==> config.mk <==
export PLATFORM = sky130hd
export DESIGN_NAME = pe_col_drain_flat
export DESIGN_NICKNAME = d
export VERILOG_FILES = /design/src/rtl/pe_col_drain_if.sv /design/src/rtl/pe_col_drain.sv /design/src/flat_wrapper.sv
export SDC_FILE = /design/constraint.sdc
export NUM_CORES = 1
export LEC_CHECK = 0
export CORE_AREA = 2 2 223 225
export DETAILED_ROUTE_END_ITERATION = 7
export DIE_AREA = 0 0 225 227
export PLACE_DENSITY = 0.69
export SLEW_MARGIN = 20
export SYNTH_ARGS = -nofsm -noshare
export SYNTH_HDL_FRONTEND = slang
export SYNTH_SLANG_ARGS = --single-unit
==> constraint.sdc <==
create_clock -name clk -period 13.6 [get_ports clk]
set_clock_uncertainty 0.1 [all_clocks]
set_input_delay 2.04 -clock clk [delete_from_list [all_inputs] [get_ports clk]]
set_output_delay 2.04 -clock clk [all_outputs]
set_load 0.005 [all_outputs]
==> src/rtl/pe_col_drain_if.sv <==
// Output stream of a PE column drain: data word, capture row, last flag and
// a valid/ready handshake.
interface pe_col_drain_if #(
  parameter int OUT_WIDTH = 32,
  parameter int ROW_W     = 3
);
  logic [OUT_WIDTH-1:0] out_data;
  logic [ROW_W-1:0]     out_row;
  logic                 out_last;
  logic                 out_valid;
  logic                 out_ready;

  modport master (output out_data, out_row, out_last, out_valid, input out_ready);
  modport slave  (input out_data, out_row, out_last, out_valid, output out_ready);
endinterface

==> src/rtl/pe_col_drain.sv <==
// Drains one systolic PE column into a FIFO and streams it out over valid/ready.
// Define PE_DRAIN_SAT_EN to saturate psums to OUT_WIDTH instead of truncating.
module pe_col_drain #(
  parameter int ROWS       = 8,
  parameter int IN_WIDTH   = 48,
  parameter int OUT_WIDTH  = 32,
  parameter int FIFO_DEPTH = 16
) (
  input  logic                clk,
  input  logic                rst,
  input  logic                drain_start_in,
  input  logic                col_valid_in,
  input  logic [IN_WIDTH-1:0] bottom_in,
  pe_col_drain_if.master      out_if,
  output logic                busy,
  output logic                overflow_err
);

  localparam int ROW_W   = (ROWS > 1) ? $clog2(ROWS) : 1;
  localparam int PTR_W   = $clog2(FIFO_DEPTH);
  localparam int ENTRY_W = OUT_WIDTH + ROW_W + 1;

  localparam logic [1:0] IDLE    = 2'd0;
  localparam logic [1:0] CAPTURE = 2'd1;
  localparam logic [1:0] FLUSH   = 2'd2;

  localparam logic [ROW_W-1:0] LAST_ROW = ROW_W'(ROWS - 1);
  localparam logic [PTR_W:0]   PTR_ONE  = (PTR_W + 1)'(1);

  logic [1:0]           state_q, state_d;
  logic [ROW_W-1:0]     row_q, row_d;
  logic [PTR_W:0]       wr_ptr_q, wr_ptr_d, rd_ptr_q, rd_ptr_d;
  logic                 valid_q, valid_d;
  logic                 ovf_q, ovf_d;
  logic [ENTRY_W-1:0]   mem_q [FIFO_DEPTH];
  logic [ENTRY_W-1:0]   head;
  logic [OUT_WIDTH-1:0] conv_data;
  logic                 full, pop, wr_attempt, wr_accept;

`ifdef PE_DRAIN_SAT_EN
  // The value fits in OUT_WIDTH only if every bit above the new sign bit copies it.
  logic [IN_WIDTH-OUT_WIDTH:0] hi_bits;
  always_comb begin
    hi_bits = bottom_in[IN_WIDTH-1:OUT_WIDTH-1];
    if (hi_bits == '0 || hi_bits == '1)
      conv_data = bottom_in[OUT_WIDTH-1:0];
    else if (bottom_in[IN_WIDTH-1])
      conv_data = {1'b1, {(OUT_WIDTH-1){1'b0}}};
    else
      conv_data = {1'b0, {(OUT_WIDTH-1){1'b1}}};
  end
`else
  logic unused_hi;
  assign unused_hi = ^bottom_in[IN_WIDTH-1:OUT_WIDTH];
  assign conv_data = bottom_in[OUT_WIDTH-1:0];
`endif

  assign full = (wr_ptr_q[PTR_W] != rd_ptr_q[PTR_W]) &&
                (wr_ptr_q[PTR_W-1:0] == rd_ptr_q[PTR_W-1:0]);
  assign pop        = valid_q && out_if.out_ready;
  assign wr_attempt = (state_q == CAPTURE) && col_valid_in;
  // A full FIFO still takes the word when the head leaves on the same edge.
  assign wr_accept  = wr_attempt && (!full || pop);

  // NOTE: every variable gets a default first so no path leaves it unassigned (no latch).
  always_comb begin
    state_d  = state_q;
    row_d    = row_q;
    wr_ptr_d = wr_ptr_q;
    rd_ptr_d = rd_ptr_q;
    ovf_d    = ovf_q;
    if (wr_accept) wr_ptr_d = wr_ptr_q + PTR_ONE;
    if (pop)       rd_ptr_d = rd_ptr_q + PTR_ONE;
    if (wr_attempt && !wr_accept) ovf_d = 1'b1;
    case (state_q)
      IDLE: begin
        if (drain_start_in) begin
          state_d = CAPTURE;
          row_d   = '0;
        end
      end
      CAPTURE: begin
        if (col_valid_in) begin
          row_d = row_q + ROW_W'(1);
          if (row_q == LAST_ROW) state_d = FLUSH;
        end
      end
      FLUSH: begin
        if (wr_ptr_d == rd_ptr_d) state_d = IDLE;
      end
      default: state_d = IDLE;
    endcase
    valid_d = (wr_ptr_d != rd_ptr_d);
  end

  // NOTE: sequential state uses non-blocking assignments so all flops update together.
  always_ff @(posedge clk) begin
    if (rst) begin
      state_q  <= IDLE;
      row_q    <= '0;
      wr_ptr_q <= '0;
      rd_ptr_q <= '0;
      valid_q  <= 1'b0;
      ovf_q    <= 1'b0;
    end else begin
      state_q  <= state_d;
      row_q    <= row_d;
      wr_ptr_q <= wr_ptr_d;
      rd_ptr_q <= rd_ptr_d;
      valid_q  <= valid_d;
      ovf_q    <= ovf_d;
    end
  end

  // NOTE: the storage array is not reset; the pointers alone define which entries are live.
  always_ff @(posedge clk) begin
    if (wr_accept)
      mem_q[wr_ptr_q[PTR_W-1:0]] <= {conv_data, row_q, (row_q == LAST_ROW)};
  end

  assign head = mem_q[rd_ptr_q[PTR_W-1:0]];

  // Outputs are forced to zero while empty so reset leaves a clean bus.
  assign out_if.out_valid = valid_q;
  assign out_if.out_data  = valid_q ? head[ENTRY_W-1 -: OUT_WIDTH] : '0;
  assign out_if.out_row   = valid_q ? head[ROW_W:1] : '0;
  assign out_if.out_last  = valid_q && head[0];
  assign busy             = (state_q != IDLE);
  assign overflow_err     = ovf_q;

endmodule

==> src/flat_wrapper.sv <==
// flat-port wrapper written by rule: the top's interface ports become plain ports
module pe_col_drain_flat 
#(
  parameter int ROWS       = 8,
  parameter int IN_WIDTH   = 48,
  parameter int OUT_WIDTH  = 32,
  parameter int FIFO_DEPTH = 16
)
  (clk, rst, drain_start_in, col_valid_in, bottom_in, busy, overflow_err, out_if_out_data, out_if_out_row, out_if_out_last, out_if_out_valid, out_if_out_ready);
  pe_col_drain_if #(.OUT_WIDTH(OUT_WIDTH), .ROW_W(3)) out_if_i ();
  input  logic clk;
  input  logic rst;
  input  logic drain_start_in;
  input  logic col_valid_in;
  input  logic [IN_WIDTH-1:0] bottom_in;
  output logic busy;
  output logic overflow_err;
  output wire logic [$bits(out_if_i.out_data)-1:0] out_if_out_data;
  output wire logic [$bits(out_if_i.out_row)-1:0] out_if_out_row;
  output wire logic [$bits(out_if_i.out_last)-1:0] out_if_out_last;
  output wire logic [$bits(out_if_i.out_valid)-1:0] out_if_out_valid;
  input wire logic [$bits(out_if_i.out_ready)-1:0] out_if_out_ready;
  assign out_if_out_data = out_if_i.out_data;
  assign out_if_out_row = out_if_i.out_row;
  assign out_if_out_last = out_if_i.out_last;
  assign out_if_out_valid = out_if_i.out_valid;
  assign out_if_i.out_ready = out_if_out_ready;
  pe_col_drain #(.ROWS(ROWS), .IN_WIDTH(IN_WIDTH), .OUT_WIDTH(OUT_WIDTH), .FIFO_DEPTH(FIFO_DEPTH)) u_core (.clk(clk), .rst(rst), .drain_start_in(drain_start_in), .col_valid_in(col_valid_in), .bottom_in(bottom_in), .out_if(out_if_i), .busy(busy), .overflow_err(overflow_err));
endmodule
### Word level (Yosys, flattened, before mapping)

Memory sizes are Yosys's and may differ from the RTL's. A register that Yosys moved wholly into a read port is not among the register bits.
Index checks and enable logic that the tools add are counted.

| word-level totals | value |
|---|---|
| bits in writable memories | 576 |
| output and inout port bits | 39 |
| memories kept | 1 |
| input bits | 53 |
| register bits after elaboration | 17 |
| logic and storage cells | 50 |

Memories:

| name | depth | width | rd ports | clocked after memory_dff | wr ports | RTL line | source |
|---|---|---|---|---|---|---|---|
| u_core.mem_q | 16 | 36 | 1 | 1 | 1 | pe_col_drain.sv:35 | `logic [ENTRY_W-1:0] mem_q [FIFO_DEPTH];` |

| cells by class | value |
|---|---|
| reduce and logical (&&, ||, !) cells | 14 |
| $add $sub $neg | 3 |
| equality and inequality tests | 11 |
| muxes and demuxes | 15 |

Operator list:

| cell | count |
|---|---|
| 32-bit two-way mux | 1 |
| 5-bit by 1-bit adder with 5-bit output (second input constant) | 2 |
| 5-bit two-way mux | 2 |
| 3-bit two-way mux | 3 |
| 2-bit two-way mux | 4 |
| 1-bit logical AND | 6 |
| 2-bit != test (second input constant) | 3 |
| 2-bit case mux with 3 select lines | 1 |
| 3-bit case mux with 2 select lines | 1 |
| 5-bit equality test | 1 |
| 5-bit != test | 1 |
| 4-bit equality test | 1 |
| 4-bit two-way mux | 1 |
| 4-bit AND reduction | 1 |
| 2-bit nonzero test | 2 |
| 3-bit by 1-bit adder with 3-bit output (second input constant) | 1 |
| 3-bit equality test (second input constant) | 1 |
| 3-bit AND reduction | 1 |
| 2-bit by 1-bit equality test with 1-bit output (second input constant) | 1 |
| 2-bit equality test (second input constant) | 1 |
| 1-bit logical NOT | 2 |
| 2-bit logical NOT | 1 |
| 1-bit two-way mux | 2 |
| 2-bit by 1-bit != test with 1-bit output (second input constant) | 1 |
| other kinds (2) | 2 |

### Logic depth before layout (Yosys ltp)

| logic depth | value |
|---|---|
| depth after elaboration | 9 |
| depth in mapped cells | 8 |
| gate-level depth less buffers | 8 |

### Worst setup path after synthesis

No wires, ideal clock.

| timing path | value |
|---|---|
| path type | input to register |
| start point | input port out_if_out_ready |
| end point | memory u_core.mem_q[3][0] (netlist bit), enable pin |
| cell stages on the path | 5 |
| data arrival time | 5312 ps |
| path slack | 7714 ps |
| path buffers | 0 |
| required time | 13026 ps |
| library setup time | 474 ps |
| cells stage by stage | nand2_1 and3_1 a21oi_2 nand2_1 nor3_1 |

| on the way | value |
|---|---|
| cells in the longest elaborated chain, start to end | 5 |

Ends and longest elaborated chain:

| element | RTL line | source |
|---|---|---|
| start, declared | flat_wrapper.sv:22 | `input wire logic [$bits(out_if_i.out_ready)-1:0] out_if_out_ready;` |
| 1-bit logical AND | pe_col_drain.sv:60 | `assign pop = valid_q && out_if.out_ready;` |
| 1-bit logical OR | pe_col_drain.sv:63 | `assign wr_accept = wr_attempt && (!full \|\| pop);` |
| 1-bit logical AND | pe_col_drain.sv:63 |  |
| 1-bit two-way mux | pe_col_drain.sv:117 | `if (wr_accept)` |
| 1-bit two-way mux (not written as such) | pe_col_drain.sv:118 | `mem_q[wr_ptr_q[PTR_W-1:0]] <= {conv_data, row_q, (row_q == LAST_ROW)};` |
| end, declared | pe_col_drain.sv:35 |  |

No other way between the ends.

==> impl_metrics.json <==
{
  "die_h_um": 227,
  "firstDrtPassIters": 4,
  "track_usage_pct": 18.35,
  "peakVddDrop_mv": 0.1025,
  "hp-class": "reg -> reg",
  "drt-total-wl_mm": 45.55,
  "status": "completed",
  "antenna_found_initial": 3,
  "clockBufferDepth": 3,
  "clockRootBuffer": "clkbuf_16",
  "finalSetupTns_ns": 0,
  "gp_congestion": 0.7179,
  "cts.sinks": 593,
  "preCtsSetupSlack_ns": 7.366,
  "hold_violations": 0,
  "cts_buffers": 55,
  "period_share_pct": 49.56,
  "area_growth_pct": 13.87,
  "io_buffers": 75,
  "ant_nets": 0,
  "clock_latency_ns": 0.60,
  "rows": 81,
  "n_antenna_cell": 0,
  "dr.first_iter.drc_count": 924,
  "yosys-top-cells-area": "edfxtp_1, mux4_2, mux4_1",
  "ys_ff_latch": 593,
  "yosysUniqueCellTypes": 37,
  "synth_most_common_cell": "edfxtp_1",
  "p_per_area_nw_per_um2": 139.4,
  "synth_seq_area_share_pct": 76.58,
  "synth_edf_count": 576,
  "cts_max_level": 2,
  "die_w_um": 225,
  "worstPathRequired_ns": 11.46,
  "whs_ns": 0.4115,
  "maxSlewHeadroom_pct": 28.27,
  "rsz0062_at_grt": "no",
  "p_leak_nw": 7.855,
  "ioPinCount": 92,
  "async_reset_ff_share_pct": 0,
  "syn_inst": 972,
  "crit_path_start_kind": "flip-flop",
  "place_hpwl_mm": 22.22,
  "max_freq_mhz": 148.4,
  "synth_top_area_cell": "edfxtp_1",
  "grt_start_max_net_pins": 68,
  "vias_per_cell": 5.805,
  "drc": 0,
  "num_vias": 10136,
  "cts_tree": "built",
  "worstPathArrival_ns": 4.60,
  "power.total_w": 0.003656,
  "synth_nets": 1032,
  "grt_pass1_vias": 10530,
  "num-nets-final": 1137,
  "start_util_pct": 47.44,
  "maxCapViolations": 0,
  "hold_buffers": 0,
  "place_area_um2": 24520,
  "grt_overflow_total": 0,
  "synth_area_um2": 23030,
  "synth_common_cells": "edfxtp_1, mux4_2, and2_1, nor2_1, clkbuf_1",
  "wl_per_cell_um": 26.09,
  "dieArea_um2": 51080,
  "synth_top_area_share_pct": 75.10,
  "grt_pass1_wl_mm": 67.48,
  "core_region_area_um2": 48550,
  "post-cts-setup-buffers": 0,
  "synth_area_per_cell_um2": 23.70,
  "slew_viol_final": 0,
  "setup_viol": 0,
  "cp_max_fo": 67,
  "clk_pin_slew_ns": 0.06,
  "end_kind": "output pin",
  "tightest_slew_ns": 1.076,
  "cts_resized": 0,
  "synth_ff_type": "edfxtp_1",
  "critPathKind": "reg -> out",
  "synth_warnings": 0,
  "fin_area_um2": 26230,
  "layout_setup_ws_ns": 6.860,
  "layout-drive-gt1-share_pct": 25.36,
  "fin_crit_ns": 6.740
}
-- cell families (layout without fill, tap and decap cells) --
logic type / after synthesis / count (layout) / share of synthesized area, %
flip-flops: 593 / 593 / 76.58
AND/OR/NAND/NOR: 100 / 100 / 2.271
AO/OA/AOI/OAI: 17 / 17 / 0.5106
XOR/XNOR: 21 / 21 / 0.8638
buffers and inverters: 53 / 205 / 1.478
adder cells (fa/ha/maj): 7 / 7 / 0.3803
multiplexers: 181 / 181 / 17.92
-- worst max-delay path, cell delays in order, from the launching register on --
cell             delay, ns
dfxtp_4               0.67
buf_4                 0.86
buf_4                 0.77
mux4_2                0.42
mux4_2                0.48
and2_1                0.21
clkdlybuf4s50_1       0.47
-- final timing paths --
path | start | to | slack, ns | cells after the start
max | u_core.rd_ptr_q[1] | out_if_out_row[2] | 6.86 | 6
min | u_core.overflow_err | u_core.overflow_err | 0.41 | 2
max reg2reg | u_core.rd_ptr_q[1] | u_core.mem_q[4][16] | 9.41 | 7
min reg2reg | u_core.overflow_err | u_core.overflow_err | 0.41 | 2
-- power by group --
group | switching (W) | total (W) | internal, W
sequential | 0.0000157 | 0.00203 | 0.00201
combinational | 0.0000819 | 0.000184 | 0.000102
clock | 0.000635 | 0.00145 | 0.000812
total | 0.000732 | 0.00366 | 0.00292
-- metrics by stage --
stage                     utilization [%]  instances
after global placement              50.51       1642
final                               54.03       1746
after floorplan                         -        972
after CTS                           54.02       1746
after detailed placement            50.51       1642
after global routing                54.03       1746
-- sequential cells by signal (all words and copies together) (netlist names) --
name / flops
u_core.mem_q: 576
u_core.out_if.out_valid: 1
u_core.overflow_err: 1
u_core.rd_ptr_q: 5
u_core.row_q: 3
u_core.state_q: 2
u_core.wr_ptr_q: 5
-- cell type report --
cell class	count	area [um2]
Clock buffer	76	1506
Clock inverter	28	197.7
Fill cell	3546	22320
Inverter	3	11.26
Multi-Input combinational cell	326	5157
Sequential cell	593	17650
Tap cell	622	778.2
Timing Repair Buffer	98	923.4
-- placed cells by master, fill, tap and decap left out, drive strengths merged, types with 2 or more instances in the layout --
| cell | count |
|---|---|
| ha | 7 |
| nand2b | 2 |
| a21oi | 8 |
| mux4 | 180 |
| xnor2 | 9 |
| nand3 | 6 |
| nand4 | 4 |
| clkinv | 24 |
| nor2 | 27 |
| dfxtp | 17 |
| a31oi | 2 |
| xor2 | 11 |
| o21ai | 3 |
| inv | 4 |
| or2 | 2 |
| clkbuf | 76 |
| and2 | 37 |
| nand2 | 11 |
| clkdlybuf4s50 | 75 |
| nor3 | 7 |
| bufinv | 2 |
| buf | 23 |
| edfxtp | 576 |
-- routing by layer --
layer  track usage, %  vias up  share of wire, %
li1                 -     4342                 -
met1            24.85     5438                42
met2            31.12      295                51
met3            3.575       55               5.6
met4            4.401        6               1.6
met5                0        -             0.081
(Power assumes the default switching activity.)
